$ cat config.mk
export PLATFORM = sky130hd
export DESIGN_NAME = uart_mmio_bridge
export DESIGN_NICKNAME = d
export VERILOG_FILES = /design/src/rtl/uart_mmio_bridge.sv
export SDC_FILE = /design/constraint.sdc
export NUM_CORES = 1
export LEC_CHECK = 0
export BUFFER_PORTS_ARGS = -buffer_cell sky130_fd_sc_hd__buf_2
export CELL_PAD_IN_SITES_DETAIL_PLACEMENT = 1
export CELL_PAD_IN_SITES_GLOBAL_PLACEMENT = 2
export CORE_MARGIN = 2
export CORE_UTILIZATION = 37
export DETAILED_ROUTE_END_ITERATION = 6
export PLACE_DENSITY_LB_ADDON = 0.08
export SYNTH_ARGS = -nofsm -noshare
export SYNTH_HDL_FRONTEND = slang
export SYNTH_SLANG_ARGS = --single-unit
$ cat constraint.sdc
create_clock -name clk -period 8.34 [get_ports clk]
set_clock_uncertainty 0.1 [all_clocks]
set_input_delay 1.251 -clock clk [delete_from_list [all_inputs] [get_ports clk]]
set_output_delay 1.251 -clock clk [all_outputs]
set_load 0.01 [all_outputs]
$ cat src/rtl/uart_mmio_bridge.sv
// uart_mmio_bridge: CPU data-bus window onto the board UART.
// TX/RX byte FIFOs, each serviced by its own handshake FSM.
module uart_mmio_bridge #(
    parameter logic [31:0] BASE_ADDR = 32'hFFFF_0000,
    parameter int          TX_DEPTH  = 4,
    parameter int          RX_DEPTH  = 4
) (
    input  logic        clk,
    input  logic        rst,
    input  logic [31:0] data_address,
    input  logic        dm_read_en,
    input  logic        dm_write_en,
    input  logic [31:0] data_to_write,
    output logic        sel,
    output logic [31:0] data_read,
    output logic [7:0]  txdata,
    output logic        txclk,
    input  logic        txready,
    input  logic [7:0]  rxdata,
    output logic        rxclk,
    input  logic        rxready
);

    localparam int TXW  = $clog2(TX_DEPTH);
    localparam int TXCW = $clog2(TX_DEPTH + 1);
    localparam int RXW  = $clog2(RX_DEPTH);
    localparam int RXCW = $clog2(RX_DEPTH + 1);

    typedef enum logic [1:0] {
        TX_IDLE, TX_SETUP, TX_PULSE, TX_HOLD
    } tx_state_t;

    typedef enum logic [1:0] {
        RX_IDLE, RX_ACK, RX_WAIT
    } rx_state_t;

    tx_state_t tx_state, tx_next;
    rx_state_t rx_state, rx_next;

    logic [7:0]      tx_mem [TX_DEPTH];
    logic [TXW-1:0]  tx_wp, tx_rp;
    logic [TXCW-1:0] tx_cnt;
    logic [7:0]      rx_mem [RX_DEPTH];
    logic [RXW-1:0]  rx_wp, rx_rp;
    logic [RXCW-1:0] rx_cnt;

    logic        tx_full, tx_empty, rx_full, rx_empty;
    logic        tx_push, tx_pop, tx_load, rx_push, rx_pop;
    logic        tx_drop;
    logic        wr_hit, rd_hit, both_hit;
    logic [1:0]  off;
    logic [31:0] rd_val;
    logic        unused;

    assign unused = ^{data_to_write[31:8], data_address[1:0]};

    assign sel      = (data_address[31:4] == BASE_ADDR[31:4]);
    assign off      = data_address[3:2];
    assign wr_hit   = sel & dm_write_en;
    assign rd_hit   = sel & dm_read_en & ~dm_write_en;
    assign both_hit = sel & dm_read_en & dm_write_en;

    assign tx_full  = (tx_cnt == TXCW'(TX_DEPTH));
    assign tx_empty = (tx_cnt == '0);
    assign rx_full  = (rx_cnt == RXCW'(RX_DEPTH));
    assign rx_empty = (rx_cnt == '0);

    // Full-FIFO stores are dropped even if a pop lands in the same cycle.
    assign tx_push = wr_hit && (off == 2'd0) && !tx_full;
    assign rx_pop  = rd_hit && (off == 2'd1) && !rx_empty;

    // Load mux; status reflects FIFO state before this cycle's push/pop.
    always_comb begin
        rd_val = '0;
        case (off)
            2'd1: rd_val = rx_empty ? 32'd0 : {24'd0, rx_mem[rx_rp]};
            2'd2: rd_val = {27'd0, tx_drop, rx_full, !rx_empty,
                            tx_empty, tx_full};
            default: rd_val = '0;
        endcase
    end

    // Registered load data; holds until the next hit load.
    always_ff @(posedge clk) begin
        if (rst)           data_read <= '0;
        else if (both_hit) data_read <= '0;
        else if (rd_hit)   data_read <= rd_val;
    end

    // Sticky overflow flag, cleared by writing STATUS bit 4.
    always_ff @(posedge clk) begin
        if (rst)
            tx_drop <= 1'b0;
        else if (wr_hit && off == 2'd0 && tx_full)
            tx_drop <= 1'b1;
        else if (wr_hit && off == 2'd2 && data_to_write[4])
            tx_drop <= 1'b0;
    end

    // TX FIFO storage.
    always_ff @(posedge clk) begin
        if (tx_push) tx_mem[tx_wp] <= data_to_write[7:0];
    end

    // TX FIFO pointers and occupancy.
    always_ff @(posedge clk) begin
        if (rst) begin
            tx_wp  <= '0;
            tx_rp  <= '0;
            tx_cnt <= '0;
        end else begin
            if (tx_push) tx_wp <= tx_wp + TXW'(1);
            if (tx_pop)  tx_rp <= tx_rp + TXW'(1);
            if (tx_push && !tx_pop)      tx_cnt <= tx_cnt + TXCW'(1);
            else if (!tx_push && tx_pop) tx_cnt <= tx_cnt - TXCW'(1);
        end
    end

    // RX FIFO storage.
    always_ff @(posedge clk) begin
        if (rx_push) rx_mem[rx_wp] <= rxdata;
    end

    // RX FIFO pointers and occupancy.
    always_ff @(posedge clk) begin
        if (rst) begin
            rx_wp  <= '0;
            rx_rp  <= '0;
            rx_cnt <= '0;
        end else begin
            if (rx_push) rx_wp <= rx_wp + RXW'(1);
            if (rx_pop)  rx_rp <= rx_rp + RXW'(1);
            if (rx_push && !rx_pop)      rx_cnt <= rx_cnt + RXCW'(1);
            else if (!rx_push && rx_pop) rx_cnt <= rx_cnt - RXCW'(1);
        end
    end

    // TX state register and latched output byte.
    always_ff @(posedge clk) begin
        if (rst) begin
            tx_state <= TX_IDLE;
            txdata   <= '0;
        end else begin
            tx_state <= tx_next;
            if (tx_load) txdata <= tx_mem[tx_rp];
        end
    end

    // TX handshake: latch, settle, strobe+pop, recover.
    always_comb begin
        tx_next = tx_state;
        tx_load = 1'b0;
        tx_pop  = 1'b0;
        txclk   = 1'b0;
        case (tx_state)
            TX_IDLE: begin
                if (!tx_empty && txready) begin
                    tx_load = 1'b1;
                    tx_next = TX_SETUP;
                end
            end
            TX_SETUP: tx_next = TX_PULSE;
            TX_PULSE: begin
                txclk   = 1'b1;
                tx_pop  = 1'b1;
                tx_next = TX_HOLD;
            end
            default: tx_next = TX_IDLE;
        endcase
    end

    // RX state register.
    always_ff @(posedge clk) begin
        if (rst) rx_state <= RX_IDLE;
        else     rx_state <= rx_next;
    end

    // RX handshake: capture, ack, wait for rxready to drop.
    always_comb begin
        rx_next = rx_state;
        rx_push = 1'b0;
        rxclk   = 1'b0;
        case (rx_state)
            RX_IDLE: begin
                if (rxready && !rx_full) begin
                    rx_push = 1'b1;
                    rx_next = RX_ACK;
                end
            end
            RX_ACK: begin
                rxclk   = 1'b1;
                rx_next = RX_WAIT;
            end
            RX_WAIT: begin
                if (!rxready) rx_next = RX_IDLE;
            end
            default: rx_next = RX_IDLE;
        endcase
    end

endmodule

==> results.toml, run 1 <==
[worst_setup_path]
arrival_ps = 4400
worst-path-buf-inv = 2
critPathTopFamily = "simple AND/OR/NAND/NOR gates"
cp-end-kind = "flop"
crit_chain = "buf_2, nor4b_2, nand4_1, nor3_1, ha_1, inv_1, fa_1, xor2_1, or3_1, a21oi_1"
crit_slowest_cell = "nor3_1"
worst_setup_path_start_kind = "input pin"
crit_fanout = 17
crit_required_ps = 8500
critical_path_class = "input pin to flop"
max_stage_delay_ps = 760

[timing]
finalSetupViolCount = 0
hold_ws_ps = 351
worst_pin_slew_ps = 712
period_share = 0.508
slew_headroom = 0.524
final.setup.tns_ps = 0
finalCriticalPeriod_ps = 4230
rsz0062_at_grt = "no"
finalHoldViolCount = 0
fmax_mhz = 236
maxSlewViolCount = 0
worst_slack_ps = 4110

[global_routing]
grt.total_usage = 0.151
busiest_layer = "met2"
grt_util_met3 = 0.0328
antenna_found_initial = 0
grt_pass1_vias = 2752
use_met1 = 0.204
grt_pass1_wl_um = 14900
grt_max_degree = 31
grt-ovfl-total = 0
gr-usage-met2 = 0.240

[clock_tree]
cts_buffer_depth = 2
root_buffer = "clkbuf_16"
holdBufCountCts = 0
clock-sinks = 101
cts_setup_buffers = 0
ctsResizeCount = 0
path_clk_slew_ps = 70
htreeDepth = 3
cts_tree = "done"
numCtsBuffers = 9
clock_latency_ps = 340

[routing]
dr.first_iter.drc_count = 130
drt-vias-per-instance = 4.99
vias = 2752
wl_um = 9120
dr.pass1.iters = 4
wl_per_cell_um = 16.5
ant_nets = 0
drcViolationCount = 0

[place]
portBuffers = 70
placed_cells = 536
place_congestion = 0.680
pre_cts_ws_ps = 3740
hpwl_um = 6550

[finish]
fin_nets = 495
finalNonFillerCells = 552
mostFrequentLayoutCell = "buf_2"
fillers = 1269
final_cell_mix = "buf_2 (70), edfxtp_1 (64), dfxtp_1 (37)"
diodes = 0
drive_above_1_share = 0.269
areaGrowthSynthToFinish_pct = 14.6

[floorplan]
die_h_um = 114
core_region_area_um2 = 11900
start_util = 0.376
rows = 40
dieArea_um2 = 13000
die_w_um = 114
ioPinCount = 121

[yosys]
synthesis.area_um2 = 4480
synth-warning-count = 0
synth.avg_cell_area_um2 = 13.5
yosysSeqAreaShare = 0.594
synth_edf_count = 64
synth_cells = 332
yosys_most_used_dff = "edfxtp_1"
synth_seq_cells = 101
synthArstFlopShare = 0
synth_cell_type_count = 48

[pwr]
intPower_uw = 817
p_sw_frac = 0.242
p_leak_uw = 0.00192
p_comb_frac = 0.105
p_seq_frac = 0.533
switchingPower_uw = 261
p_clk_frac = 0.362
power_uw = 1080
power_per_cell_area_nw_per_um2 = 210
ir_worst_vdd_mv = 0.128

[hold_path]
hold_path_class = "flop to flop"

[status]
status = "complete, no violations"

[job]
cap_violations = 0
final timing paths:
kind | start | slack [ps] | endpoint | depth (start not counted)
hold reg to reg | txdata[0] | 350 | txdata[0] | 2
setup / recovery | data_address[12] | 4110 | tx_cnt[2] | 10
setup reg to reg | tx_cnt[0] | 5330 | tx_cnt[2] | 9
hold / removal | txdata[0] | 350 | txdata[0] | 2
synth_stat cells (2+ instances only):
master | number | area [µm²]
or3_1 | 2 | 12.5
a22o_1 | 3 | 26.3
ha_1 | 15 | 188
and4_1 | 3 | 26.3
o21ai_0 | 10 | 50.1
buf_4 | 25 | 188
nand4_1 | 8 | 50.1
mux4_2 | 16 | 360
inv_1 | 13 | 48.8
nor4b_2 | 2 | 30.0
buf_2 | 2 | 10.0
o31a_1 | 2 | 17.5
and3_1 | 3 | 18.8
clkbuf_1 | 6 | 22.5
and4b_1 | 2 | 20.0
nand2_1 | 19 | 71.3
dfxtp_1 | 37 | 741
or4_1 | 2 | 15.0
o31ai_1 | 6 | 45.0
nand3_1 | 6 | 30.0
mux2i_1 | 4 | 40.0
nand2b_1 | 2 | 12.5
nor3_1 | 2 | 10.0
xor2_1 | 5 | 43.8
edfxtp_1 | 64 | 1920
and2_1 | 9 | 56.3
xnor2_1 | 2 | 17.5
nor2_1 | 15 | 56.3
fa_1 | 2 | 40.0
nor2b_1 | 3 | 18.8
a21oi_1 | 25 | 125
area by class of cell:
cell class                      count  area, µm²  area share
Sequential cell                   101       2660       0.518
Multi-Input combinational cell    205       1620       0.315
Timing Repair Buffer               70        350      0.0682
Clock buffer                       13        250      0.0487
Tap cell                          147        184      0.0358
Inverter                           13       48.8     0.00950
Clock inverter                      3       23.8     0.00463
kinds of logic after synthesis:
| kind of cell | after synthesis | synth area share |
|---|---|---|
| AO/OA/AOI/OAI | 50 | 0.0706 |
| other | 1 | 0.000836 |
| adder cells (fa/ha/maj) | 17 | 0.0508 |
| buffers and inverters | 49 | 0.0645 |
| AND/OR/NAND/NOR | 86 | 0.114 |
| XOR/XNOR | 7 | 0.0137 |
| flip-flops | 101 | 0.594 |
| multiplexers | 21 | 0.0918 |
worst register-to-register path: stages, from the launching register on:
cell and delay [ps]:
dfxtp_1 440, nor3b_1 170, or2_2 350, nor3_1 520
ha_1 310, inv_1 60, fa_1 370, xor2_1 180
or3_1 300, a21oi_1 150
metrics by stage:
stage                      util  instance area, µm²
after detailed placement  0.408                4860
after global routing      0.431                5140
final                     0.431                5140
after CTS                 0.431                5140
after floorplan               -                4570
after global placement    0.408                4860
power groups by stage:
stage / Clock, µW / Combinational [µW] / Sequential [µW]
3_5_place_dp: 0 / 116 / 586
3_3_place_gp: 0 / 113 / 585
2_1_floorplan: 0 / 85.7 / 580
6_report: 390 / 113 / 574
4_1_cts: 404 / 116 / 575
5_1_grt: 422 / 130 / 578
registers in the layout (all words and copies together) (netlist names), named ones only:
name,count
data_read,8
rx_cnt,3
rx_mem,32
rx_rp,2
rx_state,2
rx_wp,2
tx_cnt,3
tx_drop,1
tx_mem,32
tx_rp,2
tx_state,2
tx_wp,2
txdata,8
metal layers:
metal | routed length (µm) | share of wire
met1 | 4220 | 0.46
met2 | 4460 | 0.49
met3 | 325 | 0.036
met4 | 108 | 0.012
met5 | 0 | 0
(Power assumes the default switching activity.)
==> inputs of run 2 (changes only) <==
- CORE_UTILIZATION: 37 -> 31
- clock period: 8.34 -> 3.6 ns (I/O delays scaled with it)
==> run 2 against run 1 <==
Register-to-register slack worse by 4500 ps. Sequential cell count unchanged. Combinational power rose by 130%. Cell area rose by 2.0%. Utilization shrank 5.7 points. Critical path type is now flop to flop.
==> results.toml, run 2 (synthesis gave the netlist of run 1 again) <==
[worst_setup_path]
critical_path_class = "flop to flop"
cp-end-kind = "flop"
arrival_ps = 2990
worst_setup_path_start_kind = "flop"
crit_fanout = 5
crit_required_ps = 3770

[floorplan]
die_h_um = 124
start_util = 0.321
dieArea_um2 = 15400
core_region_area_um2 = 14000
rows = 43
die_w_um = 124
ioPinCount = 121

[finish]
diodes = 0
finalNonFillerCells = 589
mostFrequentLayoutCell = "buf_2"
final_cell_mix = "buf_2 (70), edfxtp_1 (64), dfxtp_1 (37)"
drive_above_1_share = 0.284
reg_top3 = "rx_mem x32, tx_mem x32"
fin_area_um2 = 5240
fin_nets = 499
areaGrowthSynthToFinish_pct = 16.9

[pwr]
p_leak_uw = 0.00196
ir_worst_vdd_mv = 0.249
power_uw = 2590
power_per_cell_area_nw_per_um2 = 494

[global_routing]
grt_pass1_vias = 2889
gr-usage-met2 = 0.216
busiest_layer = "met2"
use_met1 = 0.163
grt.total_usage = 0.129
antenna_found_initial = 0
grt_pass1_wl_um = 15500
grt_util_met3 = 0.0301
grt_max_degree = 31
grt-ovfl-total = 0

[timing]
rsz0062_at_grt = "no"
slew_headroom = 0.568
fmax_mhz = 355
period_share = 0.782
finalHoldViolCount = 0
finalCriticalPeriod_ps = 2820
hold_ws_ps = 311
worst_pin_slew_ps = 648
final.setup.tns_ps = 0
maxSlewViolCount = 0
finalSetupViolCount = 0

[place]
place_congestion = 0.712
portBuffers = 70
placed_cells = 573
hpwl_um = 6870
dpl_cell_area_um2 = 4940

[routing]
drt-vias-per-instance = 4.77
wl_um = 9550
drcViolationCount = 0
wl_per_cell_um = 16.2
dr.pass1.iters = 4
vias = 2812
ant_nets = 0
dr.first_iter.drc_count = 113

[clock_tree]
cts_buffer_depth = 2
cts_setup_buffers = 0
htreeDepth = 3
holdBufCountCts = 0
clock-sinks = 101
ctsResizeCount = 0
clock_latency_ps = 340
numCtsBuffers = 9
path_clk_slew_ps = 70
cts_tree = "done"
root_buffer = "clkbuf_16"

[status]
status = "complete, no violations"

[job]
cap_violations = 0

[hold_path]
hold_path_class = "input pin to flop"
run 2: cell types whose count changed in the layout (fill, tap and decap cells not counted):
cell        before  now
buf_4            0    4
clkbuf_1         3    0
inv_6            0    2
bufinv_16        0    1
clkinv_2         0    1
clkinvlp_4       2    1
run 2: worst max-delay path, cell delays in order (launching register included):
cell,delay (ps)
dfxtp_1,460
nor3b_1,90
buf_4,170
or2_2,320
nor3_1,170
buf_4,180
ha_1,190
inv_1,60
fa_1,380
xor2_1,180
or3_1,300
a21oi_1,140
run 2: worst paths after layout:
kind	from	to	slack [ps]	cells past startpoint
worst min register to register	txdata[5]	txdata[5]	350	2
worst max register to register	tx_cnt[0]	tx_cnt[2]	780	11
worst min-delay path	rxdata[2]	rx_mem[2][2]	310	1
worst max-delay path	tx_cnt[0]	tx_cnt[2]	780	11
run 2: layout make-up:
| type | count | area, µm² |
|---|---|---|
| fillers | 1511 | 8740 |
| flip-flops and latches | 101 | 2660 |
| well taps | 180 | 225 |
| clock inverters | 6 | 68.8 |
| multi-input cells | 205 | 1620 |
| repair buffers | 74 | 380 |
| inverters | 13 | 48.8 |
| clock buffers | 10 | 239 |
run 2: power by group:
| group | switching [µW] | internal (µW) | total (µW) |
|---|---|---|---|
| Sequential | 43.6 | 1290 | 1330 |
| Clock | 434 | 563 | 997 |
| Combinational | 150 | 115 | 264 |
| Total | 627 | 1970 | 2590 |
run 2: routing by layer:
layer	vias up	wire length (µm)	share of wire
li1	1332	-	-
met1	1397	4310	0.45
met2	72	4720	0.49
met3	11	388	0.041
met4	0	129	0.014
met5	-	0	0
run 2: per-stage QoR:
stage | setup slack (ps) | util
5_1_grt | 596 | 0.375
3_3_place_gp | 507 | 0.353
6_report | 783 | 0.375
3_5_place_dp | 450 | 0.353
2_1_floorplan | 791 | -
4_1_cts | 726 | 0.375
==> inputs of run 3 (changes only) <==
- CORE_UTILIZATION: 31 -> 35
- clock period: 3.6 -> 2.7 ns (I/O delays scaled with it)
==> run 3 against run 2 <==
Sequential power increased by 32%. Sequential share of layout area decreased by 2.0 points. Largest cell class unchanged. Cell count increased by 3.1%. Non-clock buffer count increased by 26. Die area decreased by 11%. Via count increased by 1.4%. Critical path depth decreased by 1. Total power increased by 38%. Critical path type unchanged. Global-route usage increased by 2.3 points. Combinational power increased by 55%. Clock power increased by 42%.
==> results.toml, run 3 (synthesis gave the netlist of run 1 again) <==
[timing]
slew_headroom = 0.546
maxSlewViolCount = 0
worst_pin_slew_ps = 681
hold_ws_ps = 167
finalSetupViolCount = 0
finalHoldViolCount = 0
fmax_mhz = 400
period_share = 0.925
final.setup.tns_ps = 0
finalCriticalPeriod_ps = 2500
rsz0062_at_grt = "no"

[floorplan]
die_h_um = 117
ioPinCount = 121
die_w_um = 117
dieArea_um2 = 13700
core_region_area_um2 = 12600
rows = 41
start_util = 0.357

[routing]
wl_um = 9790
drt-vias-per-instance = 4.70
drcViolationCount = 0
dr.pass1.iters = 4
dr.first_iter.drc_count = 121
wl_per_cell_um = 16.1
vias = 2850
ant_nets = 0

[finish]
fin_nets = 525
mostFrequentLayoutCell = "buf_2"
diodes = 0
drive_above_1_share = 0.331
reg_top3 = "rx_mem x32, tx_mem x32"
final_cell_mix = "buf_2 (70), edfxtp_1 (64), dfxtp_1 (37)"
areaGrowthSynthToFinish_pct = 21.8
final_core_util = 0.435
fillers = 1339
finalNonFillerCells = 607

[pwr]
intPower_uw = 2740
p_leak_uw = 0.00210
p_clk_frac = 0.396
p_seq_frac = 0.490
switchingPower_uw = 845
p_comb_frac = 0.114
power_per_cell_area_nw_per_um2 = 657
ir_worst_vdd_mv = 0.370
p_sw_frac = 0.235

[place]
place_congestion = 0.741
hpwl_um = 7060
portBuffers = 70
placed_cells = 591

[worst_setup_path]
worst-r2r-setup-slack_ps = 200
crit_fanout = 5
worst_setup_path_start_kind = "flop"
critical_path_class = "flop to flop"
r2r_end = "tx_cnt[2]"
cp-end-kind = "flop"
r2r-start = "tx_cnt[2]"
crit_required_ps = 2880
worstRegToRegCells = 10
arrival_ps = 2680

[status]
status = "complete, no violations"

[global_routing]
grt_pass1_vias = 2928
grt_pass1_wl_um = 15200
antenna_found_initial = 0
grt.total_usage = 0.151
grt_max_degree = 30
grt-ovfl-total = 0

[clock_tree]
clock_latency_ps = 350
path_clk_slew_ps = 70
cts_tree = "done"
holdBufCountCts = 0
root_buffer = "clkbuf_16"
htreeDepth = 3
clock-sinks = 101
cts_buffer_depth = 2
numCtsBuffers = 9

[hold_path]
hold_depth = 1
hold_path.startpoint = "rxdata[4]"
hold_end = "rx_mem[1][4]"
hold_path_class = "input pin to flop"

[job]
cap_violations = 0
-- run 3: changes by cell type in the layout (fill, tap and decap cells not counted), sizes merged --
| cell | previous run | this run |
|---|---|---|
| inv | 15 | 14 |
| bufinv | 1 | 2 |
| buf | 74 | 100 |
-- run 3: cell type report --
type                    instances  area (µm²)  share of cell area
inverters                      13        48.8             0.00893
well taps                     172         215              0.0394
multi-input cells             205        1630               0.298
clock inverters                 6        93.8              0.0172
repair buffers                100         576               0.105
clock buffers                  10         239              0.0438
flip-flops and latches        101        2660               0.488
-- run 3: power groups by stage --
stage / Sequential [µW] / Clock [µW] / Combinational (µW)
global route: 1770 / 1520 / 466
floorplan: 1790 / 0 / 265
CTS: 1760 / 1480 / 417
finish: 1760 / 1420 / 408
detailed placement: 1790 / 0 / 415
global placement: 1790 / 0 / 399
-- run 3: per-layer routing --
| layer | global-route usage | vias up | wire (µm) |
|---|---|---|---|
| met2 | 0.252 | 67 | 4870 |
| met5 | 0 | - | 0 |
| met1 | 0.196 | 1395 | 4410 |
| li1 | - | 1380 | - |
| met4 | 0.0424 | 0 | 112 |
| met3 | 0.0386 | 8 | 392 |
-- run 3: through the flow --
stage / instance area, µm² / worst slack (ps) / total power [µW]
after global routing: 5460 / 14.4 / 3760
after CTS: 5450 / 93.0 / 3650
after global placement: 5120 / -167 / 2190
after floorplan: 4570 / 25.8 / 2060
final: 5460 / 202 / 3590
after detailed placement: 5120 / -208 / 2210
-- run 3: critical path, stage by stage (launching register included) --
cell	delay, ps
dfxtp_1	310
nor3b_1	170
or2_2	320
nor3_2	130
buf_4	170
ha_2	180
inv_1	50
fa_1	370
xor2_1	180
or3_1	310
a21oi_1	140
-- run 3: worst max path at each step --
| stage | start | end | slack [ps] | depth (start not counted) |
|---|---|---|---|---|
| 6_report | tx_cnt[2] | tx_cnt[2] | 200 | 10 |
| 5_1_grt | tx_cnt[2] | tx_cnt[2] | 10 | 10 |
| 4_1_cts | tx_cnt[2] | tx_cnt[2] | 90 | 10 |
| 3_5_place_dp | data_address[12] | tx_cnt[2] | -210 | 11 |
| 3_3_place_gp | data_address[12] | tx_cnt[2] | -170 | 11 |
| 2_1_floorplan | data_address[12] | tx_cnt[2] | 30 | 9 |
-- run 3: timing repair --
item,in CTS,in global routing
setup buffers,0,0
resized for setup,0,2
endpoints found under the setup margin,0,1
